<file path="config.mk">
export PLATFORM = sky130hd
export DESIGN_NAME = rng_range
export DESIGN_NICKNAME = d
export VERILOG_FILES = /design/src/rtl/rng_pkg.sv /design/src/rtl/lfsr_core.sv /design/src/rtl/rng_range.sv
export SDC_FILE = /design/constraint.sdc
export NUM_CORES = 1
export LEC_CHECK = 0
export ABC_AREA = 1
export CORE_MARGIN = 2
export CORE_UTILIZATION = 48
export CTS_CLUSTER_DIAMETER = 200
export CTS_CLUSTER_SIZE = 25
export DETAILED_ROUTE_END_ITERATION = 8
export GPL_TIMING_DRIVEN = 0
export PLACE_DENSITY = 0.76
export SLEW_MARGIN = 10
export SYNTH_ARGS = -nofsm -noshare
export SYNTH_HDL_FRONTEND = slang
export SYNTH_SLANG_ARGS = --single-unit
</file>
<file path="constraint.sdc">
create_clock -name clk -period 1.67 [get_ports clk]
set_input_delay 0.2505 -clock clk [delete_from_list [all_inputs] [get_ports clk]]
set_output_delay 0.2505 -clock clk [all_outputs]
set_load 0.03 [all_outputs]
</file>
<file path="src/rtl/rng_pkg.sv">
// rng_pkg: FSM state encoding and maximal-length Fibonacci tap masks for LFSR widths 3..32.
package rng_pkg;
  typedef enum logic {IDLE = 1'b0, DRAW = 1'b1} state_e;
  localparam int unsigned MIN_WIDTH = 3;
  localparam int unsigned MAX_WIDTH = 32;
  localparam int unsigned TRY_BITS  = 8;
  // Bit (k-1) set for each term x^k of the feedback polynomial, excluding the constant term.
  function automatic logic [31:0] max_taps(input int unsigned w);
    logic [31:0] t;
    t = '0;
    case (w)
      3:  t = 32'h0000_0006;
      4:  t = 32'h0000_000C;
      5:  t = 32'h0000_0014;
      6:  t = 32'h0000_0030;
      7:  t = 32'h0000_0060;
      8:  t = 32'h0000_00B8;
      9:  t = 32'h0000_0110;
      10: t = 32'h0000_0240;
      11: t = 32'h0000_0500;
      12: t = 32'h0000_0829;
      13: t = 32'h0000_100D;
      14: t = 32'h0000_2015;
      15: t = 32'h0000_6000;
      16: t = 32'h0000_D008;
      17: t = 32'h0001_2000;
      18: t = 32'h0002_0400;
      19: t = 32'h0004_0023;
      20: t = 32'h0009_0000;
      21: t = 32'h0014_0000;
      22: t = 32'h0030_0000;
      23: t = 32'h0042_0000;
      24: t = 32'h00E1_0000;
      25: t = 32'h0120_0000;
      26: t = 32'h0200_0023;
      27: t = 32'h0400_0013;
      28: t = 32'h0900_0000;
      29: t = 32'h1400_0000;
      30: t = 32'h2000_0029;
      31: t = 32'h4800_0000;
      32: t = 32'h8020_0003;
      default: t = '0;
    endcase
    return t;
  endfunction
endpackage

</file>
<file path="src/rtl/lfsr_core.sv">
// lfsr_core: free-running Fibonacci LFSR with priority seed load and zero-lock guard.
module lfsr_core #(
  parameter int unsigned      WIDTH = 10,
  parameter logic [WIDTH-1:0] TAPS  = 10'h240,
  parameter logic [WIDTH-1:0] SEED  = 10'h001
) (
  input  logic             clk,
  input  logic             rst,
  input  logic             seed_we,
  input  logic [WIDTH-1:0] seed_in,
  output logic [WIDTH-1:0] lfsr
);
  logic [WIDTH-1:0] lfsr_q, lfsr_d;
  // A zero seed would lock the register forever, so it is replaced by 1.
  always_comb lfsr_d = seed_we ? ((seed_in == '0) ? WIDTH'(1) : seed_in)
                               : {lfsr_q[WIDTH-2:0], ^(lfsr_q & TAPS)};
  always_ff @(posedge clk) lfsr_q <= rst ? SEED : lfsr_d;
  assign lfsr = lfsr_q;
endmodule

</file>
<file path="src/rtl/rng_range.sv">
// rng_range: bounded random draw by LFSR rejection sampling, falling back to the limit after MAX_TRIES misses.
module rng_range
  import rng_pkg::*;
#(
  parameter int unsigned      WIDTH     = 10,
  parameter logic [WIDTH-1:0] TAPS      = 10'h240,
  parameter logic [WIDTH-1:0] SEED      = 10'h001,
  parameter int unsigned      MAX_TRIES = 16
) (
  input  logic             clk,
  input  logic             rst,
  input  logic             seed_we,
  input  logic [WIDTH-1:0] seed_in,
  input  logic             req,
  input  logic [WIDTH-1:0] limit,
  output logic [WIDTH-1:0] rnd,
  output logic             valid,
  output logic             busy,
  output logic             fallback
);
  localparam logic [TRY_BITS-1:0] TRY_LIM = TRY_BITS'(MAX_TRIES);
  state_e              state_q, state_d;
  logic [WIDTH-1:0]    lfsr, limit_q, limit_d, rnd_q, rnd_d;
  logic [TRY_BITS-1:0] try_q, try_d;
  logic                valid_q, valid_d, fallback_q, fallback_d;
  lfsr_core #(.WIDTH(WIDTH), .TAPS(TAPS), .SEED(SEED)) u_lfsr (
    .clk     (clk),
    .rst     (rst),
    .seed_we (seed_we),
    .seed_in (seed_in),
    .lfsr    (lfsr)
  );
  always_comb begin
    state_d    = state_q;
    limit_d    = limit_q;
    try_d      = try_q;
    rnd_d      = rnd_q;
    valid_d    = 1'b0;
    fallback_d = 1'b0;
    if (state_q == IDLE) begin
      if (req) begin
        state_d = DRAW;
        limit_d = limit;
        try_d   = '0;
      end
    end else if (lfsr <= limit_q) begin
      rnd_d   = lfsr;
      valid_d = 1'b1;
      state_d = IDLE;
    end else begin
      // Saturating count so a stuck compare can never wrap back to zero.
      try_d = (try_q == '1) ? try_q : try_q + 1'b1;
      if (try_d >= TRY_LIM) begin
        rnd_d      = limit_q;
        valid_d    = 1'b1;
        fallback_d = 1'b1;
        state_d    = IDLE;
      end
    end
  end
  always_ff @(posedge clk) begin
    if (rst) begin
      state_q    <= IDLE;
      limit_q    <= '0;
      try_q      <= '0;
      rnd_q      <= '0;
      valid_q    <= 1'b0;
      fallback_q <= 1'b0;
    end else begin
      state_q    <= state_d;
      limit_q    <= limit_d;
      try_q      <= try_d;
      rnd_q      <= rnd_d;
      valid_q    <= valid_d;
      fallback_q <= fallback_d;
    end
  end
  assign rnd      = rnd_q;
  assign valid    = valid_q;
  assign fallback = fallback_q;
  assign busy     = (state_q == DRAW);
endmodule
</file>
# Word level (Yosys, flattened, before mapping)

Index checks and enable logic that the tools add are counted.

Bitwise operators: 1
$lt $le $gt $ge: 2
Equality and inequality tests: 2
Add/sub/neg operators: 1
Reduce and logical (&&, ||, !) cells: 9
Multiplexer cells: 14

Operator list:

| kind                | count |
|---|---|
| $mux 10             | 4 |
| $mux 8              | 4 |
| $le 10x10->1        | 1 |
| $logic_not 10->1    | 1 |
| $reduce_xor 10->1   | 1 |
| $add 8x1->8 const B | 1 |
| $eq 8x8->1 const B  | 1 |
| $ge 8x5->1 const B  | 1 |
| $mux 1              | 6 |
| $reduce_and 2->1    | 3 |
| $reduce_bool 2->1   | 2 |
| $reduce_or 3->1     | 1 |
| $ne 2x2->1 const B  | 1 |
| $reduce_or 2->1     | 1 |
| $not 1->1           | 1 |

Register bits after elaboration: 41
Word-level logic and storage cells: 36
Output and inout bits: 13

# Longest topological paths before layout

Word-level depth: 6
Mapped depth: 15

# Hierarchy

Synthesis repeated with hierarchy kept, for this count alone.

Cell total of the unflattened synthesis: 322
Area total of the unflattened synthesis: 2189.6 µm²

By module, submodules not included:

| module    | area an instance (µm²) | times used | seq. area each (µm²) | cells an instance |
|---|---|---|---|---|
| rng_range | 1798.0                 | 1          | 620.6                | 269 |
| lfsr_core | 391.6                  | 1          | 200.2                | 53 |

# Worst setup path after synthesis

No wires, ideal clock.

Kind: register to register
Start point: reg limit_q[9]
End point: reg rnd_q[0] (netlist: rnd[0])
Cell stages (with the launch flop): 13
Setup time: 0.064 ns
Buffers on the path: 1
Period minus slack after synthesis: 1.734 ns
Data arrival time: 1.670 ns
Path slack: -0.064 ns
Cells stage by stage: dfxtp_1 -> inv_1 -> ha_1 -> nand2_1 -> inv_1 -> a21oi_1 -> nand2_1 -> nor2_2 -> nor2_8 -> buf_2 -> o21ai_0 -> nor2_2 -> nor2_1

Word-level cells in the longest chain between the ends: 3

Ends and longest elaborated chain:

| what                        | RTL line        | text |
|---|---|---|
| start, declared             | rng_range.sv:23 | `logic [WIDTH-1:0] lfsr, limit_q, limit_d, rnd_q, rnd_d;` |
| start signal, assigned      | rng_range.sv:71 | `limit_q <= limit_d;` |
| $le 10x10->1 (*)            | rng_range.sv:46 | `end else if (lfsr <= limit_q) begin` |
| $reduce_bool 2->1 (no line) | n/a             |  |
| $reduce_and 2->1 (no line)  | n/a             |  |
| end signal, assigned        | rng_range.sv:73 | `rnd_q <= rnd_d;` |
| end, declared               | rng_range.sv:23 |  |

Every way passes the cells marked *; elsewhere a longest branch is shown, timed or not.
A chain may end at the register's enable or synchronous reset.

# Final worst setup path

Start point: reg limit_q[9]
End point: reg rnd_q[8] (netlist: rnd[8])

The elaborated chain is that of the path after synthesis.

==> flow_metrics.env <==
export IMPL_status="finished, violations left"
export IMPL_failed_checks="setup timing"
export IMPL_p_leak_nw=1.35
export IMPL_period_needed_ns=1.93
export IMPL_cts_root_buf="clkbuf_8"
export IMPL_min_period_over_period_pct=115
export IMPL_ys_types=32
export IMPL_rsz0062_at_grt="true"
export IMPL_drt_wl_total_mm=5.27
export IMPL_grt_pass1_vias=1990
export IMPL_hp_class="flop to flop"
export IMPL_coreArea_mm2=0.00438
export IMPL_synth_top_area_share_pct=37.5
export IMPL_drtIter0Drc=140
export IMPL_final_util_pct=68.2
export IMPL_sw_frac_of_total_pct=33.2
export IMPL_start_util_pct=49.9
export IMPL_crit_path_max_incr_delay_ns=0.34
export IMPL_synth_warnings=0
export IMPL_die_x_um=71.5
export IMPL_peakVddDrop_uv=465
export IMPL_cap_violations=0
export IMPL_tightestPinTransition_ns=0.508
export IMPL_antenna_found_initial=0
export IMPL_syn_inst=317
export IMPL_power_switching_mw=0.869
export IMPL_path_cells="inv_2 -> ha_4 -> nand2_4 -> nor2_4 -> inv_2 -> a21oi_4 -> nor2_4 -> nor2_8 -> clkinvlp_4 -> nand2_1 -> nand2_1 -> nor2_1 -> nor2_1"
export IMPL_slew_viol_final=0
export IMPL_cts_buffers=5
export IMPL_setup_viol=21
export IMPL_setup_ws_ns=-0.259
export IMPL_combPwrFrac_pct=33.5
export IMPL_path_max_fanout=8
export IMPL_vias_per_cell=4.97
export IMPL_die_h_um=71.5
export IMPL_pwr_share_seq_pct=42.4
export IMPL_drc=0
export IMPL_grt_total_usage_pct=21.9
export IMPL_place_area_mm2=0.00269
export IMPL_yosys_top_cells_count="nand2_1, inv_1, dfxtp_1, nor2_1, o21ai_0"
export IMPL_yosysTopAreaCell="dfxtp_1"
export IMPL_crit_family="simple AND/OR/NAND/NOR gates"
export IMPL_postLayoutCellArea_mm2=0.00299
export IMPL_path_buf_inv=3
export IMPL_ioPinCount=37
export IMPL_powerDensity_mw_per_mm2=874
export IMPL_slew_headroom_pct=66.1
export IMPL_clk_latency_ns=0.29
export IMPL_drt_pass1_iterations=4
export IMPL_wl_per_cell_um=12.5
export IMPL_cts_sinks=41
export IMPL_syn2layout_area_growth_pct=36.8
export IMPL_grt_max_degree=12
export IMPL_n_antenna_cell=0
export IMPL_fin_nets=402
export IMPL_place_hpwl_mm=3.62
export IMPL_ys_ff_latch=41
export IMPL_synth_most_common_cell="nand2_1"
export IMPL_gp_congestion=0.849
export IMPL_hold_viol_final=0
export IMPL_worst_clock_skew_ns=0.00559
export IMPL_internal_power_mw=1.75
export IMPL_seqCellArea_um2=836
export IMPL_drtAntennaViolNets=0
export IMPL_ys_seq_area_share_pct=37.5
export IMPL_rows=24
export IMPL_fillers=392
export IMPL_clockPowerShare_pct=24.2
export IMPL_port_buffers=36
export IMPL_vias=2087
export IMPL_cp_data_arrival_time_ns=2.12
export IMPL_clockBufferDepth=2
export IMPL_multi_input_area_mm2=0.00132
export IMPL_cts_tree="built"
export IMPL_end_kind="flop"
export IMPL_clkTransAtPathRegs_ns=0.08
export IMPL_drive_gt1_share_pct=24.5
export IMPL_cp_start_kind="flop"
export IMPL_cts_max_level=2
export IMPL_worst_setup_path_type="flop to flop"
export IMPL_ys_async_sr_fraction_pct=0
export IMPL_critPathSlowestCell="dfxtp_2"
export IMPL_synth_edf_count=0
export IMPL_gr_total_overflow=0
export IMPL_syn_nets=352
export IMPL_synth_cell_area_mm2=0.00219
export IMPL_fmax_mhz=519
export IMPL_grt_pass1_wl_mm=8.85
export IMPL_avgSynthCellArea_um2=6.90
export IMPL_synthTopCellsByArea="dfxtp_1, nand2_1, inv_1, nor2_1, ha_1"
export IMPL_crit_required_ns=1.86
export IMPL_postCtsHoldBufs=0
export IMPL_die_area_mm2=0.00511
export IMPL_ys_flop_type="dfxtp_1"
==> area by class of cell <==
| type | instances | area share (%) |
|---|---|---|
| plain buffers | 10 | 2.76 |
| clock buffers | 8 | 2.68 |
| repair buffers | 43 | 14.6 |
| well taps | 52 | 2.17 |
| inverters | 44 | 5.73 |
| flip-flops and latches | 41 | 27.9 |
| multi-input cells | 222 | 44.2 |
==> power by group through the flow <==
| stage | Sequential (mW) | Combinational (mW) | Clock [mW] |
|---|---|---|---|
| after floorplan | 1.18 | 0.384 | 0 |
| after global placement | 1.12 | 0.646 | 0 |
| after detailed placement | 1.12 | 0.658 | 0 |
| after CTS | 1.10 | 0.772 | 0.630 |
| after global routing | 1.12 | 0.958 | 0.667 |
| final | 1.11 | 0.875 | 0.632 |
==> sequential cells by signal, summed over array words and instances (netlist names) <==
name	flops
valid	1
u_lfsr.lfsr	10
fallback	1
busy	1
rnd	10
try_q	8
limit_q	10
==> logic make-up (layout without fill, tap and decap cells) <==
family                     count (synthesis)  after routing  share of synthesized area (%)
AOI/OAI and AO/OA                         55             55                           13.4
DFF                                       41             41                           37.5
and+or+nand+nor                          156            156                           32.4
adders and majority gates                 11             11                           6.29
buffers and inverters                     54            105                           10.3
==> metrics by stage <==
stage | total power, mW | hold slack, ns | worst slack [ns] | instances | TNS, ns
2_1_floorplan | 1.56 | 0.329 | -0.0283 | 317 | -0.280
3_5_place_dp | 1.78 | 0.453 | -0.222 | 405 | -4.32
6_report | 2.61 | 0.462 | -0.259 | 420 | -4.36
3_3_place_gp | 1.77 | 0.445 | -0.191 | 405 | -3.11
4_1_cts | 2.51 | 0.464 | -0.192 | 416 | -2.94
5_1_grt | 2.74 | 0.480 | -0.378 | 420 | -6.50
==> layout by cell type, fill, tap and decap left out, types with 6 or more instances in the layout <==
cell type,n
nor2_2,7
a21oi_1,21
nor2_1,36
clkdlybuf4s50_1,35
nand2_1,69
ha_1,6
inv_1,31
dfxtp_2,12
dfxtp_1,29
nand2_2,15
o21ai_0,22
inv_2,9
nand3_1,10
==> timing repair <==
action / 4_1_cts / 5_1_grt
endpoints found under the setup margin: 22 / 27
buffers inserted: 2 / 3
pin swaps: 29 / 22
gates resized for setup: 17 / 40
gates cloned: 1 / 1
==> layer usage <==
layer / vias to the layer above / part of all wire [%] / wire (um) / global-route usage, %
met5: - / 0 / 0 / 0
met4: 0 / 2.3 / 119 / 6.71
met3: 14 / 6.9 / 361 / 3.52
met2: 82 / 44 / 2310 / 35.4
met1: 892 / 47 / 2480 / 30.1
li1: 1099 / - / - / -
==> worst paths after layout <==
path                      startpoint                       to  slack, ns  depth (start not counted)
max          limit_q[9]$_SDFFE_PP0P_      rnd[8]$_SDFFE_PP0P_      -0.26                         13
min          limit_q[3]$_SDFFE_PP0P_  limit_q[3]$_SDFFE_PP0P_       0.46                          2
max reg2reg  limit_q[9]$_SDFFE_PP0P_      rnd[8]$_SDFFE_PP0P_      -0.26                         13
min reg2reg  limit_q[3]$_SDFFE_PP0P_  limit_q[3]$_SDFFE_PP0P_       0.46                          2
==> worst min-delay path: cells and delay by family, from the launching register on <==
kind / cells / cell delay [ns]
flops: 1 / 0.32
buf+inv: 1 / 0.05
compound gates: 1 / 0.05
(Power assumes the default switching activity.)
